**src/rtl/dsram_like_bridge.sv**
```systemverilog
// Bridges the core's single-cycle data-SRAM port onto a split-transaction sram-like bus, one access in flight.
// Optional `DSRAM_BRIDGE_FWD_EN forwards bus read data to the core on the data_ok cycle.
module dsram_like_bridge #(
  parameter int ADDR_W = 32,
  parameter int DATA_W = 32
) (
  input  logic                  clk,
  input  logic                  rst,
  input  logic                  data_sram_en,
  input  logic [DATA_W/8-1:0]   data_sram_wen,
  input  logic [ADDR_W-1:0]     data_sram_addr,
  input  logic [DATA_W-1:0]     data_sram_wdata,
  output logic [DATA_W-1:0]     data_sram_rdata,
  input  logic                  ext_stall,
  output logic                  d_stall,
  output logic                  data_req,
  output logic                  data_wr,
  output logic [1:0]            data_size,
  output logic [ADDR_W-1:0]     data_addr,
  output logic [DATA_W-1:0]     data_wdata,
  input  logic                  data_addr_ok,
  input  logic                  data_data_ok,
  input  logic [DATA_W-1:0]     data_rdata,
  output logic [1:0]            fsm_state
);

  typedef enum logic [1:0] {IDLE = 2'd0, ADDR = 2'd1, DATA = 2'd2, DONE = 2'd3} state_t;

  state_t            state;
  logic [DATA_W-1:0] rdata_q;
  logic              finish_now;
  logic              fwd_hit;
  logic              wen_legal;
  state_t            after_finish;

  assign fsm_state  = state;
  assign data_addr  = data_sram_addr;
  assign data_wdata = data_sram_wdata;
  assign data_wr    = |data_sram_wen;
  assign data_req   = ((state == IDLE) && data_sram_en) || (state == ADDR);

  // The access completes in the cycle its data_ok is honoured.
  assign finish_now = ((state == IDLE) && data_sram_en && data_addr_ok && data_data_ok) ||
                      ((state == ADDR) && data_addr_ok && data_data_ok) ||
                      ((state == DATA) && data_data_ok);

`ifdef DSRAM_BRIDGE_FWD_EN
  assign fwd_hit = ((state == ADDR) && data_addr_ok && data_data_ok) ||
                   ((state == DATA) && data_data_ok);
  assign data_sram_rdata = fwd_hit ? data_rdata : rdata_q;
`else
  assign fwd_hit = 1'b0;
  assign data_sram_rdata = rdata_q;
`endif

  assign d_stall      = data_sram_en && (state != DONE) && !fwd_hit;
  assign after_finish = (fwd_hit && !ext_stall) ? IDLE : DONE;

  always_comb begin
    data_size = 2'd2;
    wen_legal = 1'b1;
    case (data_sram_wen)
      4'b1111, 4'b0000:                   data_size = 2'd2;
      4'b0011, 4'b1100:                   data_size = 2'd1;
      4'b0001, 4'b0010, 4'b0100, 4'b1000: data_size = 2'd0;
      default:                            wen_legal = 1'b0;
    endcase
  end

  always_ff @(posedge clk) begin
    if (rst) begin
      state   <= IDLE;
      rdata_q <= '0;
    end else begin
      if (finish_now && !data_wr) rdata_q <= data_rdata;
      case (state)
        IDLE: if (data_sram_en) begin
                if (data_addr_ok && data_data_ok) state <= DONE;
                else if (data_addr_ok)            state <= DATA;
                else                              state <= ADDR;
              end
        ADDR: if (data_addr_ok && data_data_ok) state <= after_finish;
              else if (data_addr_ok)            state <= DATA;
        DATA: if (data_data_ok) state <= after_finish;
        DONE: if (!ext_stall) state <= IDLE;
        default: state <= IDLE;
      endcase
    end
  end

  wen_pattern_legal: assert property (@(posedge clk) disable iff (rst) data_req |-> wen_legal);

endmodule

```
**config.mk**
```make
export PLATFORM = sky130hd
export DESIGN_NAME = dsram_like_bridge
export DESIGN_NICKNAME = d
export VERILOG_FILES = /design/src/rtl/dsram_like_bridge.sv
export SDC_FILE = /design/constraint.sdc
export NUM_CORES = 1
export LEC_CHECK = 0
export CAP_MARGIN = 0
export CELL_PAD_IN_SITES_DETAIL_PLACEMENT = 0
export CELL_PAD_IN_SITES_GLOBAL_PLACEMENT = 1
export CORE_AREA = 2 2 80 82
export DETAILED_ROUTE_END_ITERATION = 10
export DIE_AREA = 0 0 82 84
export DONT_BUFFER_PORTS = 1
export PLACE_DENSITY_LB_ADDON = 0.05
export REMOVE_ABC_BUFFERS = 1
export SETUP_SLACK_MARGIN = 0.1
export SLEW_MARGIN = 20
export SYNTH_ARGS = -nofsm -noshare
export SYNTH_HDL_FRONTEND = slang
export SYNTH_SLANG_ARGS = --single-unit
```
**constraint.sdc**
```tcl
create_clock -name clk -period 2.25 [get_ports clk]
set_input_delay 0.5625 -clock clk [delete_from_list [all_inputs] [get_ports clk]]
set_output_delay 0.5625 -clock clk [all_outputs]
set_load 0.01 [all_outputs]
```
==> results by group <==
Power and ir drop
  • P_int: 0.9826 mW
  • Leak pwr: 0.6278 nW
  • Power per cell area: 726.0 nW/µm²
  • Switching Fraction: 27.94%
  • Max IR drop VDD: 0.0002434 V
  • Combinational power share: 18.4%
  • Switch Pwr: 0.3809 mW
  • Clock share of power: 32.9%
  • Reg power frac: 48.8%

Global route
  • First-pass GRT wire length: 8273 µm
  • Gr usage total: 17.83%
  • Grt ovf: 0
  • Largest net degree at the start of global routing: 67
  • Initial antenna violation count: 0
  • Vias in the first global route: 1231

CTS
  • CTS max path bufs: 2
  • Skew-Pair Late Insertion Delay: 280 ps
  • Root Driver: clkbuf_8
  • # hold bufs at CTS: 0
  • Inserted Clock Buffers: 5
  • Post-CTS sizing: 0
  • TritonCTS clock tree: yes
  • H-Tree Depth: 2
  • Clk pin slew, worst setup/hold paths: 70 ps
  • Post-CTS Setup Repair Bufs: 0
  • Clk sinks: 34

Finish
  • Non-filler instance count after layout: 248
  • Area of the multi-input gates: 963.4 µm²
  • Share of layout cells above drive strength 1: 6.433%
  • Layout area overhead: -14.62%
  • Fillers: 649
  • Ant. Diodes: 0
  • Layout net count: 283
  • Register Area: 680.7 µm²

STA
  • Clk_skew: 2.735 ps
  • Worst setup margin: 343.1 ps
  • Hold WS: 379.9 ps
  • Part of the cycle the worst path needs: 84.75%
  • Worst Tran Pin Value: 367.5 ps
  • Post-layout minimum cycle time: 1907 ps
  • Fin. Hold Viols: 0
  • Setup Viol. Count Final: 0
  • RSZ-0062 raised after global routing: false
  • Fmax: 524.4 MHz
  • Slew Viols, Final: 0
  • Relative slew slack: 75.33%

Job
  • Total of max-cap violations: 0

Detailed routing
  • Drc violations: 0
  • Drt wl/cell: 25.42 µm
  • Vias per inst: 5.024
  • Pre-Repair DR Iteration Count: 4
  • Final ANT Viol Nets: 0
  • DR vias: 1246
  • Routed WL: 6305 µm
  • DR iter-0 viols: 31

Synth
  • Ys flop type: dfxtp_1
  • Fraction of registers with async set/reset: 0%
  • Register area share after synthesis: 30.94%
  • Complex-gate fraction of the synthesized area: 3.982%
  • Post-Syn Instances: 237
  • Synthesis-stage register bit count: 34
  • Largest family of logic cells by synthesized area: buffers and inverters
  • Post-synth EDFFs: 0
  • Mean post-synth cell area: 9.281 µm²
  • Adder-cell share of the synthesized area: 2.844%
  • Post-synthesis simple-gate area fraction: 21.56%
  • Synthesized-area fraction occupied by xor and xnor cells: 0.3982%
  • Ys Warns: 0
  • Cell area after synthesis: 2200 µm²
  • Mux contribution to synthesized area: 15.02%
  • Unique masters post-synth: 23

Worst setup path
  • Startpoint types: flip-flop
  • Crit path DAT: 1340 ps
  • Critical Path Sink Type: output port
  • Worst Path Buf+Inv: 1
  • Crit path cell chain: inv_1, ha_1, a21o_1
  • CP peak stage delay: 480 ps
  • Setup CP Type: flip-flop to output port
  • Slowest CP cell: dfxtp_1
  • Req. time, crit path: 1690 ps
  • Crit-path leading delay family: flip-flops
  • Critical path peak fanout: 5

Placement
  • IO buf count: 0
  • Gpl congestion: 0.6939
  • DP Cell Count: 242
  • DP Wirelength: 5107 µm
  • Dpl ws: 296.1 ps

Die
  • Rows: 29
  • I/O Pins: 209
  • Die Y: 84 µm
  • Core area: 6096 µm²
  • Die Span X: 82 µm
  • Die area: 6888 µm²
  • Initial Util: 36.08%

Status
  • Status: complete, no violations

Worst hold path
  • HP Class: input pin to flip-flop
==> Yosys cell counts (all sizes together), types with 2 or more instances <==
| master | number | area (µm²) |
|---|---|---|
| mux2i | 33 | 330.3 |
| nand2b | 67 | 419.2 |
| a21oi | 2 | 10.01 |
| nor2 | 2 | 7.510 |
| nor2b | 2 | 12.51 |
| inv | 4 | 15.01 |
| ha | 5 | 62.56 |
| a211oi | 3 | 35.03 |
| clkbuf | 7 | 26.28 |
| buf | 67 | 514.2 |
| a41oi | 2 | 17.52 |
| dfxtp | 34 | 680.7 |
==> power by group through the flow <==
stage / combinational (mW) / clock [mW] / sequential, mW
3_5_place_dp: 0.253 / 0 / 0.679
5_1_grt: 0.280 / 0.498 / 0.669
2_1_floorplan: 0.212 / 0 / 0.669
3_3_place_gp: 0.245 / 0 / 0.679
6_report: 0.251 / 0.448 / 0.665
4_1_cts: 0.254 / 0.476 / 0.665
==> area by class of cell <==
| class | count | area share [%] |
|---|---|---|
| multi-input combinational | 125 | 51.30 |
| sequential | 34 | 36.24 |
| tap | 77 | 5.130 |
| clock buffer | 6 | 4.397 |
| timing repair buffer | 2 | 2.132 |
| inverter | 4 | 0.7995 |
==> final timing paths <==
check                 startpoint                  end  slack, ps  depth (start not counted)
max reg2reg         fsm_state[0]   data_sram_rdata[5]        520                          5
max                 fsm_state[0]             data_req        340                          3
min reg2reg  data_sram_rdata[19]  data_sram_rdata[19]        520                          2
min                          rst         fsm_state[0]        380                          1
==> through the flow <==
| stage | TNS [ps] | total power, mW | utilization [%] | area [µm²] |
|---|---|---|---|---|
| floorplan | -14130 | 0.8812 | - | 1659 |
| global placement | 0 | 0.9240 | 29.45 | 1795 |
| detailed placement | 0 | 0.9315 | 29.45 | 1795 |
| CTS | 0 | 1.396 | 30.81 | 1878 |
| global route | 0 | 1.447 | 30.81 | 1878 |
| finish | 0 | 1.364 | 30.81 | 1878 |
==> cell families after synthesis <==
kind of cell	after synthesis
simple gates	76
xor+xnor	1
buf+inv	78
mux	33
compound gates	10
fa+ha+maj	5
flops	34
==> metal layers <==
layer | share of wire [%] | vias to the layer above | global-route usage (%)
li1 | - | 565 | -
met1 | 33 | 539 | 17.58
met2 | 44 | 121 | 25.57
met3 | 17 | 21 | 14.61
met4 | 5.3 | 0 | 10.30
met5 | 0 | - | 0
==> placed cells by master (no fill, tap or decap), drive strengths merged, types with 2 or more instances in the layout <==
| cell | n |
|---|---|
| nand2b | 67 |
| dfxtp | 34 |
| mux2i | 33 |
| clkbuf | 6 |
| ha | 5 |
| inv | 4 |
| a211oi | 3 |
| nor2 | 2 |
| nor2b | 2 |
| a21oi | 2 |
| a41oi | 2 |
| buf | 2 |
==> flip-flops by register name (all words and copies together), names as in the netlist <==
| signal | flops |
|---|---|
| data_sram_rdata | 32 |
| fsm_state | 2 |
Power figures use the tool's default switching activity.
